===== config.mk =====
export PLATFORM = sky130hd
export DESIGN_NAME = count_monitor_flat
export DESIGN_NICKNAME = d
export VERILOG_FILES = /design/src/rtl/count_monitor_pkg.sv /design/src/rtl/count_monitor_if.sv /design/src/rtl/sat_counter.sv /design/src/rtl/count_monitor.sv /design/src/flat_wrapper.sv
export SDC_FILE = /design/constraint.sdc
export NUM_CORES = 1
export LEC_CHECK = 0
export CORE_MARGIN = 2
export CORE_UTILIZATION = 40
export CTS_CLUSTER_SIZE = 30
export DETAILED_ROUTE_END_ITERATION = 8
export HOLD_SLACK_MARGIN = 0.08
export PLACE_DENSITY = 0.65
export SYNTH_ARGS = -nofsm -noshare
export SYNTH_HDL_FRONTEND = slang
export SYNTH_HIERARCHICAL = 1
export SYNTH_SLANG_ARGS = --single-unit

===== constraint.sdc =====
create_clock -name clk -period 4.4 [get_ports clk]
set_input_delay 0.44 -clock clk [delete_from_list [all_inputs] [get_ports clk]]
set_output_delay 0.44 -clock clk [all_outputs]
set_load 0.01 [all_outputs]

===== src/rtl/count_monitor_pkg.sv =====
`default_nettype none
// ============================================================================
// Module      : count_monitor_pkg
// Description : Shared constants for the count-stream monitor: state encoding,
//               default parameter values and a small sizing helper.
// Revision    : 1.0 - initial release
// ============================================================================
package count_monitor_pkg;

    // Monitor state encoding; bit 1 set means the monitor reports lock
    localparam logic [1:0] HUNT    = 2'd0;
    localparam logic [1:0] CONFIRM = 2'd1;
    localparam logic [1:0] LOCKED  = 2'd2;
    localparam logic [1:0] SLIP    = 2'd3;

    localparam int DEF_WIDTH        = 3;
    localparam int DEF_LOCK_COUNT   = 4;
    localparam int DEF_UNLOCK_COUNT = 2;
    localparam int DEF_ERR_W        = 8;

    // Larger of two integers, used to size the shared run counters
    function automatic int max_int(input int a, input int b);
        return (a > b) ? a : b;
    endfunction

endpackage
`default_nettype wire


===== src/rtl/count_monitor_if.sv =====
`default_nettype none
// ============================================================================
// Module      : count_monitor_if
// Description : Count stream in, lock/error status out. The master side
//               produces the stream and observes status; the slave side is
//               the monitor.
// Revision    : 1.0 - initial release
// ============================================================================
interface count_monitor_if
    import count_monitor_pkg::*;
#(
    parameter int WIDTH = DEF_WIDTH,
    parameter int ERR_W = DEF_ERR_W
) ();

    logic             valid;
    logic [WIDTH-1:0] count_in;
    logic             locked;
    logic             err_pulse;
    logic [ERR_W-1:0] err_count;
    logic [WIDTH-1:0] expected;

    modport master (
        output valid,
        output count_in,
        input  locked,
        input  err_pulse,
        input  err_count,
        input  expected
    );

    modport slave (
        input  valid,
        input  count_in,
        output locked,
        output err_pulse,
        output err_count,
        output expected
    );

endinterface
`default_nettype wire


===== src/rtl/sat_counter.sv =====
`default_nettype none
// ============================================================================
// Module      : sat_counter
// Description : Up-counter that sticks at all-ones instead of wrapping.
// Revision    : 1.0 - initial release
// ============================================================================
module sat_counter #(
    parameter int W = 8
) (
    input  wire logic         clk,
    input  wire logic         rst,
    input  wire logic         inc,
    output logic [W-1:0]      q
);

    // Count up on inc, hold once every bit is set
    always_ff @(posedge clk) begin
        if (rst) begin
            q <= '0;
        end else if (inc && (q != '1)) begin
            q <= q + 1'b1;
        end
    end

endmodule
`default_nettype wire


===== src/rtl/count_monitor.sv =====
`default_nettype none
// ============================================================================
// Module      : count_monitor
// Description : Receive-side checker for a free-running modulo-2^WIDTH
//               up-counter. Locks after LOCK_COUNT consecutive increments,
//               flags every skipped/repeated value while locked, counts
//               errors (saturating) and drops lock after UNLOCK_COUNT
//               consecutive mismatches.
// Revision    : 1.0 - initial release
// ============================================================================
module count_monitor
    import count_monitor_pkg::*;
#(
    parameter int WIDTH        = DEF_WIDTH,
    parameter int LOCK_COUNT   = DEF_LOCK_COUNT,
    parameter int UNLOCK_COUNT = DEF_UNLOCK_COUNT,
    parameter int ERR_W        = DEF_ERR_W
) (
    input  wire logic       clk,
    input  wire logic       rst,
    count_monitor_if.slave  bus
);

    localparam int CNT_W = $clog2(max_int(LOCK_COUNT, UNLOCK_COUNT) + 1);
    localparam logic [CNT_W-1:0] c_LOCK_N   = CNT_W'(LOCK_COUNT);
    localparam logic [CNT_W-1:0] c_UNLOCK_N = CNT_W'(UNLOCK_COUNT);

    logic [1:0]       r_state;
    logic [CNT_W-1:0] r_good;
    logic [CNT_W-1:0] r_bad;
    logic [WIDTH-1:0] r_prev;
    logic [WIDTH-1:0] r_expected;
    logic             r_err_pulse;

    logic [1:0]       w_state_nxt;
    logic [CNT_W-1:0] w_good_nxt;
    logic [CNT_W-1:0] w_bad_nxt;
    logic [WIDTH-1:0] w_prev_inc;
    logic [CNT_W-1:0] w_good_inc;
    logic [CNT_W-1:0] w_bad_inc;
    logic             w_match;
    logic             w_err;
    logic [ERR_W-1:0] w_err_count;

    assign w_prev_inc = r_prev + 1'b1;
    assign w_good_inc = r_good + 1'b1;
    assign w_bad_inc  = r_bad + 1'b1;
    // Natural wrap of w_prev_inc makes max -> 0 a legal increment
    assign w_match    = (bus.count_in == w_prev_inc);

    // Next-state, run counters and error decision for the current sample
    always_comb begin
        w_state_nxt = r_state;
        w_good_nxt  = r_good;
        w_bad_nxt   = r_bad;
        w_err       = 1'b0;
        if (bus.valid) begin
            case (r_state)
                HUNT: begin
                    w_state_nxt = CONFIRM;
                    w_good_nxt  = '0;
                    w_bad_nxt   = '0;
                end
                CONFIRM: begin
                    if (w_match) begin
                        if (w_good_inc == c_LOCK_N) begin
                            w_state_nxt = LOCKED;
                            w_good_nxt  = '0;
                        end else begin
                            w_good_nxt  = w_good_inc;
                        end
                    end else begin
                        // No error before lock; just restart the run
                        w_good_nxt = '0;
                    end
                end
                LOCKED: begin
                    if (!w_match) begin
                        w_err = 1'b1;
                        if (UNLOCK_COUNT == 1) begin
                            w_state_nxt = HUNT;
                            w_bad_nxt   = '0;
                        end else begin
                            w_state_nxt = SLIP;
                            w_bad_nxt   = CNT_W'(1);
                        end
                    end
                end
                SLIP: begin
                    if (w_match) begin
                        w_state_nxt = LOCKED;
                        w_bad_nxt   = '0;
                    end else begin
                        w_err = 1'b1;
                        if (w_bad_inc == c_UNLOCK_N) begin
                            w_state_nxt = HUNT;
                            w_bad_nxt   = '0;
                        end else begin
                            w_bad_nxt   = w_bad_inc;
                        end
                    end
                end
                default: begin
                    w_state_nxt = HUNT;
                    w_good_nxt  = '0;
                    w_bad_nxt   = '0;
                end
            endcase
        end
    end

    // State, history and registered status; every sample rebases prev
    always_ff @(posedge clk) begin
        if (rst) begin
            r_state     <= HUNT;
            r_good      <= '0;
            r_bad       <= '0;
            r_prev      <= '0;
            r_expected  <= WIDTH'(1);
            r_err_pulse <= 1'b0;
        end else begin
            r_state     <= w_state_nxt;
            r_good      <= w_good_nxt;
            r_bad       <= w_bad_nxt;
            r_err_pulse <= w_err;
            if (bus.valid) begin
                r_prev     <= bus.count_in;
                r_expected <= bus.count_in + 1'b1;
            end
        end
    end

    sat_counter #(
        .W   (ERR_W)
    ) u_err_cnt (
        .clk (clk),
        .rst (rst),
        .inc (w_err),
        .q   (w_err_count)
    );

    // LOCKED and SLIP both report lock (state bit 1)
    assign bus.locked    = r_state[1];
    assign bus.err_pulse = r_err_pulse;
    assign bus.err_count = w_err_count;
    assign bus.expected  = r_expected;

endmodule
`default_nettype wire

===== src/flat_wrapper.sv =====
// flat-port wrapper written by rule: the top's interface ports become plain ports
module count_monitor_flat import count_monitor_pkg::*;
#(
    parameter int WIDTH        = DEF_WIDTH,
    parameter int LOCK_COUNT   = DEF_LOCK_COUNT,
    parameter int UNLOCK_COUNT = DEF_UNLOCK_COUNT,
    parameter int ERR_W        = DEF_ERR_W
)
  (clk, rst, bus_valid, bus_count_in, bus_locked, bus_err_pulse, bus_err_count, bus_expected);
  count_monitor_if #(.WIDTH(WIDTH), .ERR_W(ERR_W)) bus_i ();
  input  wire logic clk;
  input  wire logic rst;
  input wire logic [$bits(bus_i.valid)-1:0] bus_valid;
  input wire logic [$bits(bus_i.count_in)-1:0] bus_count_in;
  output wire logic [$bits(bus_i.locked)-1:0] bus_locked;
  output wire logic [$bits(bus_i.err_pulse)-1:0] bus_err_pulse;
  output wire logic [$bits(bus_i.err_count)-1:0] bus_err_count;
  output wire logic [$bits(bus_i.expected)-1:0] bus_expected;
  assign bus_i.valid = bus_valid;
  assign bus_i.count_in = bus_count_in;
  assign bus_locked = bus_i.locked;
  assign bus_err_pulse = bus_i.err_pulse;
  assign bus_err_count = bus_i.err_count;
  assign bus_expected = bus_i.expected;
  count_monitor #(.WIDTH(WIDTH), .LOCK_COUNT(LOCK_COUNT), .UNLOCK_COUNT(UNLOCK_COUNT), .ERR_W(ERR_W)) u_core (.clk(clk), .rst(rst), .bus(bus_i));
endmodule

---- Word-level counts from Yosys, hierarchy flattened ----
Cells that the tools add are included.
cells by class
  $add $sub $neg .......................... 5
  multiply operators ...................... 0
  div/mod/pow operators ................... 0
  $lt $le $gt $ge ......................... 0
  equal/unequal tests ..................... 11
  shifts and indexed selects .............. 0
  multiplexer cells ....................... 16
  bitwise gates (word level) .............. 0
  reduce and logical (&&, ||, !) cells .... 8
operators by type and width
  operator             count
  $mux 3               5
  $add 3x1->3 const B  4
  $mux 2               5
  $pmux 3 s3           1
  $add 8x1->8 const B  1
  $ne 8x8->1 const B   1
  $pmux 2 s4           1
  $pmux 3 s2           1
  $reduce_and 5->1     1
  $eq 2x2->1 const B   2
  $ne 2x1->1 const B   2
  $eq 3x2->1 const B   1
  $eq 3x3->1           1
  $eq 3x3->1 const B   1
  $mux 1               3
  $ne 3x1->1 const B   1
  $reduce_and 3->1     1
  $reduce_bool 3->1    1
  $eq 2x1->1 const B   1
  $logic_not 2->1      1
  $ne 2x2->1 const B   1
  $reduce_and 2->1     1
  $reduce_bool 2->1    1
  $reduce_or 2->1      1
  $logic_and 1x1->1    1
word-level totals
  flip-flop bits (word level) ............. 23
  latch bits .............................. 0
  memory bits (writable) .................. 0
  bits in read-only memories .............. 0
  bits of input ports ..................... 6
  output and inout bits ................... 13
  logic and storage cells ................. 47
  memories kept ........................... 0

---- Depth between registers and ports, before layout ----
Gate-level depths: netlist of the first run.
  depth after elaboration ................. 6
  depth in mapped cells ................... 7
  depth with buffers taken out ............ 7

---- Cells and area by module ----
Netlist of the first run, hierarchy kept.
by module, submodules not included
  module         times used  cells each  area an instance (µm²)  sequential area each (µm²)
  count_monitor  1           89          804.5                   300.3
  sat_counter    1           46          430.4                   160.2

---- Worst setup path before layout of the first run ----
Ideal clock, no wire load.
  path kind ............................... register to register
  start ................................... reg u_core.r_prev[0]
  end ..................................... reg u_core.u_err_cnt.q[3]
  library setup time ...................... 0.069 ns
  arrival time ............................ 1.740 ns
  required time ........................... 4.331 ns
  setup slack ............................. 2.591 ns
  stages on the path, launching flop included .. 8
  path buffers ............................ 0
  clock period less this slack ............ 1.809 ns
  cells stage by stage .................... dfxtp_1 -> ha_1 -> xor2_1 -> nor3_2 -> nor2_1 -> nand4_1 -> or3_2 -> o21ai_1
on the way
  longest elaborated chain between the ends .. 6
ends and longest elaborated chain
  item                    line                                      source
  from (decl)             count_monitor.sv:31                       logic [WIDTH-1:0] r_prev;
  from (signal assigned)  count_monitor.sv:127                      r_prev <= bus.count_in;
  $add 3x1->3             count_monitor.sv:45                       assign w_prev_inc = r_prev + 1'b1;
  $eq 3x3->1              count_monitor.sv:49                       assign w_match = (bus.count_in == w_prev_inc);
  $mux 1                  count_monitor.sv:78, count_monitor.sv:90
  $mux 1                  n/a
  $mux 1                  count_monitor.sv:57                       if (bus.valid) begin
  named net u_core.w_err  count_monitor.sv:42                       logic w_err;
  $logic_and 1x1->1       sat_counter.sv:20                         end else if (inc && (q != '1)) begin
  to (signal assigned)    sat_counter.sv:21                         q <= q + 1'b1;
  to (decl)               sat_counter.sv:13                         output logic [W-1:0] q
The timed path passes the listed nets, and every way through them passes these cells.
A chain may end at the register's enable or synchronous reset.

---- Worst setup path after layout of the first run ----
  start ................................... in bus_count_in[2]
  end ..................................... reg u_core.u_err_cnt.q[5]
on the way
  longest elaborated chain between the ends .. 5
ends and longest elaborated chain
  item                    line                                      source
  from (decl)             flat_wrapper.sv:14                        input wire logic [$bits(bus_i.count_in)-1:0] bus_count_in;
  $eq 3x3->1              count_monitor.sv:49
  $mux 1                  count_monitor.sv:78, count_monitor.sv:90
  $mux 1                  n/a
  $mux 1                  count_monitor.sv:57
  named net u_core.w_err  count_monitor.sv:42
  $logic_and 1x1->1       sat_counter.sv:20
The timed path passes the listed nets, and every way through them passes these cells.

==> results of run 1 <==
## state kept, by name, indices dropped and copies added, names as in the netlist
name                  cells
u_core/r_state            2
u_core/u_err_cnt/q        8
u_core/r_prev             3
u_core/r_bad              3
u_core/bus.err_pulse      1
u_core/bus.expected       3
u_core/r_good             3
## area by class of cell
class                   instances  share of cell area [%]
inverters                       5                   1.290
repair buffers                 18                   12.38
clock inverters                 1                  0.3439
multi-input cells             102                   49.96
well taps                      33                   2.837
clock buffers                   3                   1.548
flip-flops and latches         23                   31.64
## worst paths after layout
check / from / endpoint / cells after the start
min reg2reg: u_core/r_good[1] / u_core/r_good[1] / 2
max: bus_count_in[2] / u_core/u_err_cnt/q[5] / 7
max reg2reg: u_core/r_prev[0] / u_core/u_err_cnt/q[5] / 7
min: u_core/r_good[1] / u_core/r_good[1] / 2
## power by group through the flow
stage                     Clock (mW)  Sequential [mW]  Combinational, mW
after detailed placement           0            0.221             0.0371
final                          0.101            0.216             0.0369
after global placement             0            0.221             0.0358
after CTS                      0.104            0.216             0.0372
after global routing           0.113            0.217             0.0408
after floorplan                    0            0.220             0.0232
## critical path, delay by kind of cell
kind            cells  cell delay [ps]
simple gates        3             1140
xor+xnor            1              330
buf+inv             1              530
compound gates      2              230
## cells in the final DEF (no fill, tap or decap), drive strengths merged, types with 5 or more instances in the layout
cell           count
a21oi             10
clkdlybuf4s50     18
dfxtp             23
ha                 7
inv                5
nand2             14
nand2b             5
nand4              6
nor2               7
## per-stage QoR
stage          area [um2]  power, mW  utilization [%]  cells
5_1_grt              1455     0.3707            48.46    185
3_3_place_gp         1428     0.2565            47.54    181
4_1_cts              1455     0.3579            48.46    185
3_5_place_dp         1428     0.2583            47.54    181
6_report             1455     0.3542            48.46    185
2_1_floorplan        1235     0.2432                -    135
## routing by layer
layer	global-route usage, %	up-vias	routed length, um
li1	-	528	-
met1	19.49	499	1123
met2	25.27	12	1259
met3	4.585	4	85
met4	4.444	0	22
met5	0	-	0
## cell families after synthesis
kind of cell,after synthesis,share of synthesized area (%)
flops,23,37.28
fa+ha+maj,7,7.092
simple gates,52,23.61
xor+xnor,6,5.472
buf+inv,10,3.850
mux,5,4.458
compound gates,32,18.24
==> out/metrics.cfg, run 1 <==
[outcome]
status = finished clean

[setup_path]
critPathCaptureType = register
cp_slowest_stage_delay_ps = 560
cp-start-kind = primary input
critPathSlowestCell = nor3_2
crit_chain = clkdlybuf4s50_1 -> xor3_1 -> nor3_2 -> nor2_1 -> and4_1 -> a31oi_1 -> a211oi_1
worstPathMaxFanout = 12
cp.required_ps = 4600
cp.arrival_ps = 2670
critPathKind = primary input to register
rrSetupSlack_ps = 2060

[synth]
async_flop_share_pct = 0
synth_top_cell_by_area = dfxtp_1
ys_warn_count = 6
synth_common_cells = dfxtp_1 (23), nand2_1 (14), a21oi_1 (10)
syn_avg_cell_area_um2 = 9.148
syn_area_mm2 = 0.001235
ys_seq_elements = 23
ys_types = 44
synth_top_area_share_pct = 37.28
synthCells = 135
ys.flop_type = dfxtp_1
synth_area_leaders = dfxtp_1 (37%), ha_1 (7.1%), nand2_1 (4.3%)
synth.most_common_cell = dfxtp_1
yosysSeqAreaShare_pct = 37.28
synth_edf_count = 0
syn-num-nets = 148

[layout]
nFillCells = 310
n_antenna_cell = 0
drive_gt1_share_pct = 7.237
areaGrowthSynthToFinish_pct = 17.83
nets = 166
seq_area_um2 = 460.4
multi_input_area_um2 = 726.9

[floorplan]
rows = 20
start_util_pct = 41.12
die_area_mm2 = 0.003548
core_area_mm2 = 0.003003
die_w_um = 59.57
die_h_um = 59.57
io_pins = 19

[detailed_routing]
drt_wl_total_um = 2490
viasPerCell = 5.638
drt_iter0_drc = 59
dr.pass1.iters = 4
wl_per_cell_um = 13.46
antenna_left = 0
vias = 1043
drc_errors = 0

[clock_network]
clk_path_buf_depth = 2
clock-root-buffer = clkbuf_4
cts_resized = 0
cts_tree = yes
cts_max_level = 1
clk_latency_ps = 320
holdBufCountCts = 0
cts-buffers-inserted = 3
path_clk_slew_ps = 140
post_cts_buffers = 0
clock_sinks = 23

[power_and_ir_drop]
p_leak_nw = 0.5454
power.internal_mw = 0.2641
power_switching_mw = 0.09014
p_seq_share_pct = 61.1
max-vdd-ir-drop_v = 0.0001495
power.density_mw_per_mm2 = 243.4
switching_share_pct = 25.44
pwr-share-comb_pct = 10.4
p_clk_share_pct = 28.5

[sta]
hold_violations = 0
min_period_over_period_pct = 56.34
grt_setup_unrepaired = false
setup_violations = 0
slew_headroom_pct = 47.78
period_minus_slack_ps = 2479
worstMarginPinSlew_ps = 780.8
worst_slack_ps = 1921
clock_skew_ps = 20.12
drv_slew = 0
max_freq_ghz = 0.4034
setup-tns-final_ps = 0
hold_ws_ps = 501.3

[place]
gp_congestion = 0.7863
dp_slack_ps = 1583
hpwl_um = 1773
io_buffers = 18

[run]
maxCapViolCount = 0

[global_routing]
grt_pass1_wl_um = 4243
antenna_found_initial = 0
grt_max_degree = 22
overflow = 0
grt_util_all_layers_pct = 15.39
grt_pass1_vias = 977

[hold_path]
min_path_type = register to register

(Power assumes the default switching activity.)
==> run 2: changes to the inputs <==
- clock period: 4.4 -> 2.33 ns (I/O delays scaled with it)
==> run 2 against run 1 <==
  * Wire length decreased by 1.0%
  * Cell area grew 2.1%
  * Critical path type is now register to register
  * Power is 90% higher
  * Sequential power grew 89%
==> out/metrics.cfg, run 2 (synthesis results as in run 1) <==
[clock_network]
path_clk_slew_ps = 140  ; about the same
clock_sinks = 23  ; unchanged
clk_path_buf_depth = 2  ; unchanged
post_cts_buffers = 0  ; unchanged
cts-buffers-inserted = 3  ; unchanged
cts_max_level = 1  ; unchanged
cts_resized = 0  ; unchanged
holdBufCountCts = 0  ; unchanged
cts_tree = yes
clock-root-buffer = clkbuf_4
clk_latency_ps = 320  ; about the same

[setup_path]
worstPathMaxFanout = 6  ; -6
cp.required_ps = 2600  ; -2000 ps
r2r-start = u_core/r_prev[0]
critPathKind = register to register
cp-start-kind = register
critPathSlowestCell = or3_2
cp.arrival_ps = 2210  ; -460 ps
cp_slowest_stage_delay_ps = 430  ; -130 ps
startpoint = u_core/r_prev[0]
crit_chain = ha_1 -> xor2_1 -> nor3_2 -> nor2_1 -> nand4_1 -> or3_2 -> o21ai_1
critPathCaptureType = register

[sta]
drv_slew = 0  ; unchanged
setup-tns-final_ps = 0  ; unchanged
clock_skew_ps = 11.43  ; -8.689 ps
slew_headroom_pct = 69.74  ; +22 points
max_freq_ghz = 0.5152
hold_violations = 0  ; unchanged
worstMarginPinSlew_ps = 452.5  ; -328.3 ps
grt_setup_unrepaired = false
min_period_over_period_pct = 83.30
setup_violations = 0  ; unchanged
hold_ws_ps = 491.0  ; -10.31 ps
period_minus_slack_ps = 1941

[power_and_ir_drop]
pwr-share-comb_pct = 11.1  ; +0.7 points
p_clk_share_pct = 28.1  ; -0.4 points
power.density_mw_per_mm2 = 452.4  ; +86%
power.internal_mw = 0.5027  ; +90%
power_switching_mw = 0.1692  ; +88%
switching_share_pct = 25.18  ; -0.27 points
p_leak_nw = 0.5657  ; +3.7%
p_seq_share_pct = 60.8  ; -0.3 points
finalPower_mw = 0.6719  ; +90%
max-vdd-ir-drop_v = 0.0003536  ; +140%

[floorplan]
io_pins = 19  ; unchanged
rows = 20  ; unchanged
core_area_mm2 = 0.003003  ; unchanged
die_w_um = 59.57  ; unchanged
start_util_pct = 41.12  ; unchanged
die_h_um = 59.57  ; unchanged
die_area_mm2 = 0.003548  ; unchanged

[detailed_routing]
drt_wl_total_um = 2464  ; -1.0%
drc_errors = 0  ; unchanged
viasPerCell = 5.556  ; -1.5%
dr.pass1.iters = 4  ; unchanged
wl_per_cell_um = 13.04  ; -3.1%
drt_iter0_drc = 54  ; -8.5%
antenna_left = 0  ; unchanged
vias = 1050  ; +0.67%

[global_routing]
grt_util_all_layers_pct = 15.29  ; -0.10 points
grt_pass1_wl_um = 4084  ; -3.7%
antenna_found_initial = 0  ; unchanged
grt_max_degree = 16  ; -27%
grt_pass1_vias = 922  ; -5.6%
overflow = 0  ; unchanged

[place]
gp_congestion = 0.8549  ; +8.7%
placed_cell_area_mm2 = 0.001458  ; +2.1%
io_buffers = 18  ; unchanged
hpwl_um = 1808  ; +2.0%
placedCellCount = 185  ; +2.2%

[layout]
fin_area_mm2 = 0.001485  ; +2.1%
areaGrowthSynthToFinish_pct = 20.26
n_antenna_cell = 0  ; unchanged
drive_gt1_share_pct = 9.615  ; +2.4 points
mostFrequentLayoutCells = dfxtp_1 (23), clkdlybuf4s50_1 (18), nand2_1 (14)
final_cell_count_no_fill = 189  ; +2.2%
final_common_cell = dfxtp_1
largest_reg_flops = 8  ; unchanged
top_register = u_core/u_err_cnt/q
nets = 170  ; +2.4%

[run]
maxCapViolCount = 0  ; unchanged

[hold_path]
min_path_type = register to register
worstHoldStart = u_core/r_good[1]

[outcome]
status = finished clean

[run 2: changes by cell type in the layout (fill, tap and decap cells not counted), sizes merged]
cell / previous run / this run
buf: 0 / 4
[run 2: worst max-delay path, delay by kind of cell (launching register included)]
kind | cells | cell delay, ps
adder cells (fa/ha/maj) | 1 | 300
flip-flops | 1 | 350
AO/OA/AOI/OAI | 1 | 70
XOR/XNOR | 1 | 170
AND/OR/NAND/NOR | 4 | 1000
[run 2: routing by layer]
| layer | up-vias | share of wire, % | GRT usage [%] |
|---|---|---|---|
| met5 | - | 0 | 0 |
| met4 | 0 | 0.81 | 3.810 |
| met3 | 2 | 3.5 | 4.585 |
| met2 | 14 | 50 | 25.75 |
| met1 | 493 | 46 | 19.04 |
| li1 | 541 | - | - |
[run 2: cell type report]
type	instances	area, um2
Fill cell	297	1518
Multi-Input combinational cell	102	726.9
Sequential cell	23	460.4
Timing Repair Buffer	22	210.2
Tap cell	33	41.29
Clock buffer	3	22.52
Inverter	5	18.77
Clock inverter	1	5.005
[run 2: worst paths after layout]
check	slack (ps)	end	cells after the start
min reg2reg	490	u_core/r_good[1]	2
min	490	u_core/r_good[1]	2
max	390	u_core/u_err_cnt/q[3]	7
max reg2reg	390	u_core/u_err_cnt/q[3]	7
[run 2: power groups by stage]
stage | logic [mW] | clock network (mW) | registers, mW
5_1_grt | 0.0831 | 0.211 | 0.410
3_5_place_dp | 0.0755 | 0 | 0.417
2_1_floorplan | 0.0438 | 0 | 0.416
6_report | 0.0743 | 0.189 | 0.408
3_3_place_gp | 0.0733 | 0 | 0.417
4_1_cts | 0.0756 | 0.198 | 0.409
[run 2: through the flow]
step / utilization (%) / setup slack [ps]
after floorplan: - / 521.2
after global placement: 48.54 / 227.0
after detailed placement: 48.54 / 160.8
after CTS: 49.46 / 382.2
after global routing: 49.46 / 238.2
final: 49.46 / 389.1
